## src/rtl/rf_pkg.sv

```systemverilog
// Shared definitions for the parametrised operand register file.
// Holds the default geometry, word/address typedefs for the default build,
// and the address range helper used by both write and read paths.
// Optional feature macro used by rf_param / rf_read_port: RF_BYPASS_EN.
package rf_pkg;

  localparam int RF_DW = 3;
  localparam int RF_AW = 2;

  typedef logic [RF_DW-1:0] rf_data_t;
  typedef logic [RF_AW-1:0] rf_addr_t;

  // Addresses are zero-extended to 32 bits by the caller so one helper
  // serves any address width.
  function automatic logic in_range(input logic [31:0] addr, input int unsigned depth);
    return (addr < depth);
  endfunction

endpackage

```

## src/rtl/rf_param_if.sv

```systemverilog
// Bus between the calculator control FSM (master) and the register file
// (slave).
//   master drives: clr, rea, raa, reb, rab, we, wa, din
//   slave drives : douta, doutb, vlda, vldb, wr_err (all registered)
interface rf_param_if
  import rf_pkg::*;
#(
  parameter int DW = RF_DW,
  parameter int AW = RF_AW
);

  logic          clr;
  logic          rea;
  logic [AW-1:0] raa;
  logic          reb;
  logic [AW-1:0] rab;
  logic          we;
  logic [AW-1:0] wa;
  logic [DW-1:0] din;
  logic [DW-1:0] douta;
  logic [DW-1:0] doutb;
  logic          vlda;
  logic          vldb;
  logic          wr_err;

  modport master (
    output clr, rea, raa, reb, rab, we, wa, din,
    input  douta, doutb, vlda, vldb, wr_err
  );

  modport slave (
    input  clr, rea, raa, reb, rab, we, wa, din,
    output douta, doutb, vlda, vldb, wr_err
  );

endinterface

```

## src/rtl/rf_read_port.sv

```systemverilog
// One registered read port of rf_param.
// Ports:
//   clk, rst        clock, async active-high reset
//   re, ra          read enable / address
//   mem, valid      storage and written-flags from the parent
//   wr_fire, wa,    (RF_BYPASS_EN only) in-range write this cycle, its
//   din, clr        address/data, and the clear strobe
//   dout, vld       registered read data and valid flag
// Disabled or out-of-range reads register zero data with vld low.
module rf_read_port
  import rf_pkg::*;
#(
  parameter int DW    = RF_DW,
  parameter int AW    = RF_AW,
  parameter int DEPTH = 1 << AW
) (
  input  logic                      clk,
  input  logic                      rst,
  input  logic                      re,
  input  logic [AW-1:0]             ra,
  input  logic [DEPTH-1:0][DW-1:0]  mem,
  input  logic [DEPTH-1:0]          valid,
`ifdef RF_BYPASS_EN
  input  logic                      wr_fire,
  input  logic [AW-1:0]             wa,
  input  logic [DW-1:0]             din,
  input  logic                      clr,
`endif
  output logic [DW-1:0]             dout,
  output logic                      vld
);

  logic [DW-1:0] nxt_dout;
  logic          nxt_vld;

  always_comb begin
    nxt_dout = '0;
    nxt_vld  = 1'b0;
    if (re && in_range(32'(ra), DEPTH)) begin
`ifdef RF_BYPASS_EN
      // Write-first: forward the incoming word; during a clear every other
      // entry is about to become zero/invalid, so report it that way.
      if (wr_fire && (ra == wa)) begin
        nxt_dout = din;
        nxt_vld  = 1'b1;
      end else if (!clr) begin
        nxt_dout = mem[ra];
        nxt_vld  = valid[ra];
      end
`else
      nxt_dout = mem[ra];
      nxt_vld  = valid[ra];
`endif
    end
  end

  always_ff @(posedge clk or posedge rst) begin
    if (rst) begin
      dout <= '0;
      vld  <= 1'b0;
    end else begin
      dout <= nxt_dout;
      vld  <= nxt_vld;
    end
  end

endmodule

```

## src/rtl/rf_param.sv

```systemverilog
// Parametrised operand register file with two registered read ports,
// synchronous bulk clear and a per-entry written/valid scoreboard.
// Ports:
//   clk  rising-edge clock
//   rst  asynchronous active-high reset
//   bus  rf_param_if.slave (clr, reads A/B, write, registered outputs)
// DEPTH must lie in [2, 2**AW]; addresses at or above DEPTH are ignored
// for storage and flagged on wr_err when written.
// Optional macro RF_BYPASS_EN: read ports forward a same-cycle write.
module rf_param
  import rf_pkg::*;
#(
  parameter int DW    = RF_DW,
  parameter int AW    = RF_AW,
  parameter int DEPTH = 1 << AW
) (
  input logic        clk,
  input logic        rst,
  rf_param_if.slave  bus
);

  logic [DEPTH-1:0][DW-1:0] mem;
  logic [DEPTH-1:0]         valid;
  logic                     wr_fire;
  logic                     wr_err_q;

  assign wr_fire    = bus.we && in_range(32'(bus.wa), DEPTH);
  assign bus.wr_err = wr_err_q;

  // Clear first, then the write, so a write in a clear cycle survives.
  always_ff @(posedge clk or posedge rst) begin
    if (rst) begin
      mem      <= '0;
      valid    <= '0;
      wr_err_q <= 1'b0;
    end else begin
      if (bus.clr) begin
        mem   <= '0;
        valid <= '0;
      end
      if (wr_fire) begin
        mem[bus.wa]   <= bus.din;
        valid[bus.wa] <= 1'b1;
      end
      wr_err_q <= bus.we && !wr_fire;
    end
  end

  rf_read_port #(.DW(DW), .AW(AW), .DEPTH(DEPTH)) u_port_a (
    .clk     (clk),
    .rst     (rst),
    .re      (bus.rea),
    .ra      (bus.raa),
    .mem     (mem),
    .valid   (valid),
`ifdef RF_BYPASS_EN
    .wr_fire (wr_fire),
    .wa      (bus.wa),
    .din     (bus.din),
    .clr     (bus.clr),
`endif
    .dout    (bus.douta),
    .vld     (bus.vlda)
  );

  rf_read_port #(.DW(DW), .AW(AW), .DEPTH(DEPTH)) u_port_b (
    .clk     (clk),
    .rst     (rst),
    .re      (bus.reb),
    .ra      (bus.rab),
    .mem     (mem),
    .valid   (valid),
`ifdef RF_BYPASS_EN
    .wr_fire (wr_fire),
    .wa      (bus.wa),
    .din     (bus.din),
    .clr     (bus.clr),
`endif
    .dout    (bus.doutb),
    .vld     (bus.vldb)
  );

endmodule

```

## src/flat_wrapper.sv

```systemverilog
// flat-port wrapper written by rule: the top's interface ports become plain ports
module rf_param_flat import rf_pkg::*;
#(
  parameter int DW    = RF_DW,
  parameter int AW    = RF_AW,
  parameter int DEPTH = 1 << AW
)
  (clk, rst, bus_clr, bus_rea, bus_raa, bus_reb, bus_rab, bus_we, bus_wa, bus_din, bus_douta, bus_doutb, bus_vlda, bus_vldb, bus_wr_err);
  rf_param_if #(.DW(DW), .AW(AW)) bus_i ();
  input logic clk;
  input logic rst;
  input wire logic [$bits(bus_i.clr)-1:0] bus_clr;
  input wire logic [$bits(bus_i.rea)-1:0] bus_rea;
  input wire logic [$bits(bus_i.raa)-1:0] bus_raa;
  input wire logic [$bits(bus_i.reb)-1:0] bus_reb;
  input wire logic [$bits(bus_i.rab)-1:0] bus_rab;
  input wire logic [$bits(bus_i.we)-1:0] bus_we;
  input wire logic [$bits(bus_i.wa)-1:0] bus_wa;
  input wire logic [$bits(bus_i.din)-1:0] bus_din;
  output wire logic [$bits(bus_i.douta)-1:0] bus_douta;
  output wire logic [$bits(bus_i.doutb)-1:0] bus_doutb;
  output wire logic [$bits(bus_i.vlda)-1:0] bus_vlda;
  output wire logic [$bits(bus_i.vldb)-1:0] bus_vldb;
  output wire logic [$bits(bus_i.wr_err)-1:0] bus_wr_err;
  assign bus_i.clr = bus_clr;
  assign bus_i.rea = bus_rea;
  assign bus_i.raa = bus_raa;
  assign bus_i.reb = bus_reb;
  assign bus_i.rab = bus_rab;
  assign bus_i.we = bus_we;
  assign bus_i.wa = bus_wa;
  assign bus_i.din = bus_din;
  assign bus_douta = bus_i.douta;
  assign bus_doutb = bus_i.doutb;
  assign bus_vlda = bus_i.vlda;
  assign bus_vldb = bus_i.vldb;
  assign bus_wr_err = bus_i.wr_err;
  rf_param #(.DW(DW), .AW(AW), .DEPTH(DEPTH)) u_core (.clk(clk), .rst(rst), .bus(bus_i));
endmodule
```

## config.mk

```make
export PLATFORM = sky130hd
export DESIGN_NAME = rf_param_flat
export DESIGN_NICKNAME = d
export VERILOG_FILES = /design/src/rtl/rf_pkg.sv /design/src/rtl/rf_param_if.sv /design/src/rtl/rf_read_port.sv /design/src/rtl/rf_param.sv /design/src/flat_wrapper.sv
export SDC_FILE = /design/constraint.sdc
export NUM_CORES = 1
export LEC_CHECK = 0
export BUFFER_PORTS_ARGS = -buffer_cell sky130_fd_sc_hd__buf_2
export CAP_MARGIN = 20
export CORE_UTILIZATION = 52
export DETAILED_ROUTE_END_ITERATION = 6
export GPL_ROUTABILITY_DRIVEN = 1
export HOLD_SLACK_MARGIN = 0.12
export PLACE_DENSITY = 0.74
export SYNTH_ARGS = -nofsm -noshare
export SYNTH_HDL_FRONTEND = slang
export SYNTH_SLANG_ARGS = --single-unit
```

## constraint.sdc

```tcl
create_clock -name clk -period 1 [get_ports clk]
set_input_delay 0.1 -clock clk [delete_from_list [all_inputs] [get_ports clk]]
set_output_delay 0.1 -clock clk [all_outputs]
set_load 0.02 [all_outputs]
```

==> results.sh <==
export IMPL_grt_pass1_vias=787
export IMPL_critPathRequiredTime_ns=1.21
export IMPL_hold_viol=0
export IMPL_yosys_warnings=0
export IMPL_grt_busiest_layer="met2"
export IMPL_initial_core_util=0.569
export IMPL_fin_nets=139
export IMPL_area_growth_pct=17.9
export IMPL_remaining_drc_errors=0
export IMPL_syn_avg_cell_area_um2=12.2
export IMPL_yosysMostFrequentCell="dfrtp_1"
export IMPL_endpoint_kind="flop"
export IMPL_syn_nets=109
export IMPL_yosysTopAreaCellShare=0.522
export IMPL_die_y_um=49.1
export IMPL_clk_insertion_delay_late_ns=0.30
export IMPL_htreeDepth=1
export IMPL_outcome="complete, no violations"
export IMPL_wirelength_um=2060
export IMPL_synthArstFlopShare=1.00
export IMPL_cap_violations=0
export IMPL_critical_path_max_fanout=3
export IMPL_core_um2=2020
export IMPL_antenna_left=0
export IMPL_timing_final_ws_setup_ns=0.0574
export IMPL_cts_root_buf="clkbuf_4"
export IMPL_critPathLaunchType="flop"
export IMPL_synth_area_leaders="dfrtp_1, mux2i_1, mux2_2, nor2b_1, o22ai_1"
export IMPL_postCtsSetupRepairBufs=0
export IMPL_diodes=0
export IMPL_gp_congestion=0.837
export IMPL_grt_ovfl_total=0
export IMPL_grt_antenna_before_repair=0
export IMPL_wl_per_cell_um=13.8
export IMPL_drive_above_1_share=0.336
export IMPL_die_width_um=49.1
export IMPL_path_clk_slew_ns=0.13
export IMPL_skew_ns=0.00220
export IMPL_hp_class="in2reg"
export IMPL_clockBufferDepth=2
export IMPL_met2_usage=0.319
export IMPL_gr_usage_met3=0.0249
export IMPL_yosys_top_cells_count="dfrtp_1, mux2i_1, mux2_2"
export IMPL_final_setup_tns_ns=0
export IMPL_grt_max_degree=25
export IMPL_row_count=16
export IMPL_critPathMaxStageDelay_ns=0.42
export IMPL_ys_seq_area_frac=0.522
export IMPL_ys_ff_latch=24
export IMPL_via_per_inst=5.26
export IMPL_cts_sinks=24
export IMPL_finalSetupViolations=0
export IMPL_fin_crit_ns=0.943
export IMPL_synth_ff_type="dfrtp_1"
export IMPL_portBuffers=22
export IMPL_min_period_over_period=0.943
export IMPL_syn_area_um2=1150
export IMPL_drt_iter0_drc=9
export IMPL_max_freq_ghz=1.06
export IMPL_peakVddDrop_mv=0.908
export IMPL_powerDensity_nw_per_um2=1290
export IMPL_crit_slowest_cell="dfrtp_1"
export IMPL_cts_tree="yes"
export IMPL_grt_pass1_wl_um=3640
export IMPL_worstSetupPathType="reg2reg"
export IMPL_yosys_area_top_type="dfrtp_1"
export IMPL_gr_usage_met1=0.285
export IMPL_place_ws_ns=0.000691
export IMPL_leakagePower_nw=0.719
export IMPL_synth_edf_count=0
export IMPL_rsz0062_at_grt="no"
export IMPL_syn_inst=94
export IMPL_hpwl_um=1520
export IMPL_numCtsBuffers=3
export IMPL_drv_slew=0
export IMPL_grt_use_total=0.204
export IMPL_dieArea_um2=2410
export IMPL_drt_pass1_iterations=4
export IMPL_dr_total_vias=784
export IMPL_critPathArrivalTime_ns=1.15
export IMPL_synthDistinctLibCells=17
export IMPL_num_io_pins=24
export IMPL_worstPathCellList="nor2b_1, mux2_2"
cell usage in the layout (no fill, tap or decap):
| master | count |
|---|---|
| dlygate4sd3_1 | 4 |
| conb_1 | 1 |
| nand3b_1 | 2 |
| nand3_1 | 1 |
| nand2b_1 | 2 |
| mux2_2 | 12 |
| and2b_1 | 3 |
| inv_1 | 5 |
| nor3b_4 | 1 |
| o21ai_0 | 3 |
| nand2_1 | 2 |
| o22ai_1 | 8 |
| dfrtp_1 | 24 |
| nor2b_1 | 9 |
| a21o_1 | 1 |
| buf_4 | 3 |
| clkbuf_4 | 3 |
| mux2i_1 | 16 |
| buf_2 | 22 |
final timing paths:
| path | startpoint | endpoint | slack, ns | cells past startpoint |
|---|---|---|---|---|
| setup / recovery | u_core.mem[3] | u_core.mem[3] | 0.06 | 2 |
| max in group asynchronous | rst | u_core.mem[10] | 0.42 | 4 |
| setup reg to reg | u_core.mem[3] | u_core.mem[3] | 0.06 | 2 |
| min in group asynchronous | rst | u_core.u_port_b.dout[1] | 0.36 | 4 |
| hold / removal | bus_rea | u_core.u_port_a.vld | 0.13 | 3 |
| hold reg to reg | u_core.valid[0] | u_core.valid[0] | 0.53 | 1 |
worst max-delay path: cells and delay by family, from the launching register on:
kind	cells	cell delay, ns
flops	1	0.42
mux	1	0.27
simple gates	1	0.14
area by class of cell:
| class | instances | area, um^2 |
|---|---|---|
| fill | 159 | 664 |
| sequential | 24 | 601 |
| multi-input combinational | 61 | 509 |
| timing repair buffer | 29 | 173 |
| tap | 27 | 33.8 |
| clock buffer | 3 | 22.5 |
| inverter | 5 | 18.8 |
sequential cells by signal (all words and copies together), names as in the netlist:
| name | flops |
|---|---|
| u_core.mem | 12 |
| u_core.valid | 4 |
| u_core.u_port_a.dout | 3 |
| u_core.u_port_b.dout | 3 |
| u_core.u_port_a.vld | 1 |
| u_core.u_port_b.vld | 1 |
through the flow:
step,util,hold WS [ns],instance area [um^2],power [mW],instances
2_1_floorplan,-,0.115,1150,1.25,94
6_report,0.671,0.127,1360,1.75,149
5_1_grt,0.671,0.141,1360,1.84,149
4_1_cts,0.671,0.124,1360,1.76,149
3_3_place_gp,0.640,0.151,1290,1.33,142
3_5_place_dp,0.640,0.151,1290,1.34,142
layer usage:
metal / wire (um) / vias to the layer above
li1: - / 384
met1: 985 / 372
met2: 963 / 23
met3: 79 / 5
met4: 35 / 0
met5: 0 / -
what timing repair did:
| action | CTS | global route |
|---|---|---|
| hold endpoints to repair | 36 | 0 |
| hold buffers | 4 | 0 |
| gates resized for setup | 0 | 0 |
where the power goes:
part	total, mW	leakage (nW)	internal (mW)	switching (mW)
combinational	0.278	0.381	0.134	0.144
clock	0.416	0.0138	0.141	0.275
sequential	1.06	0.324	1.02	0.0345
total	1.75	0.719	1.30	0.454
kinds of logic after synthesis:
group	share of synthesized area
AND/OR/NAND/NOR	0.120
buffers and inverters	0.0359
multiplexers	0.257
other	0.00326
flip-flops	0.522
AO/OA/AOI/OAI	0.0630
No activity file was read; power rests on OpenSTA's default activity.
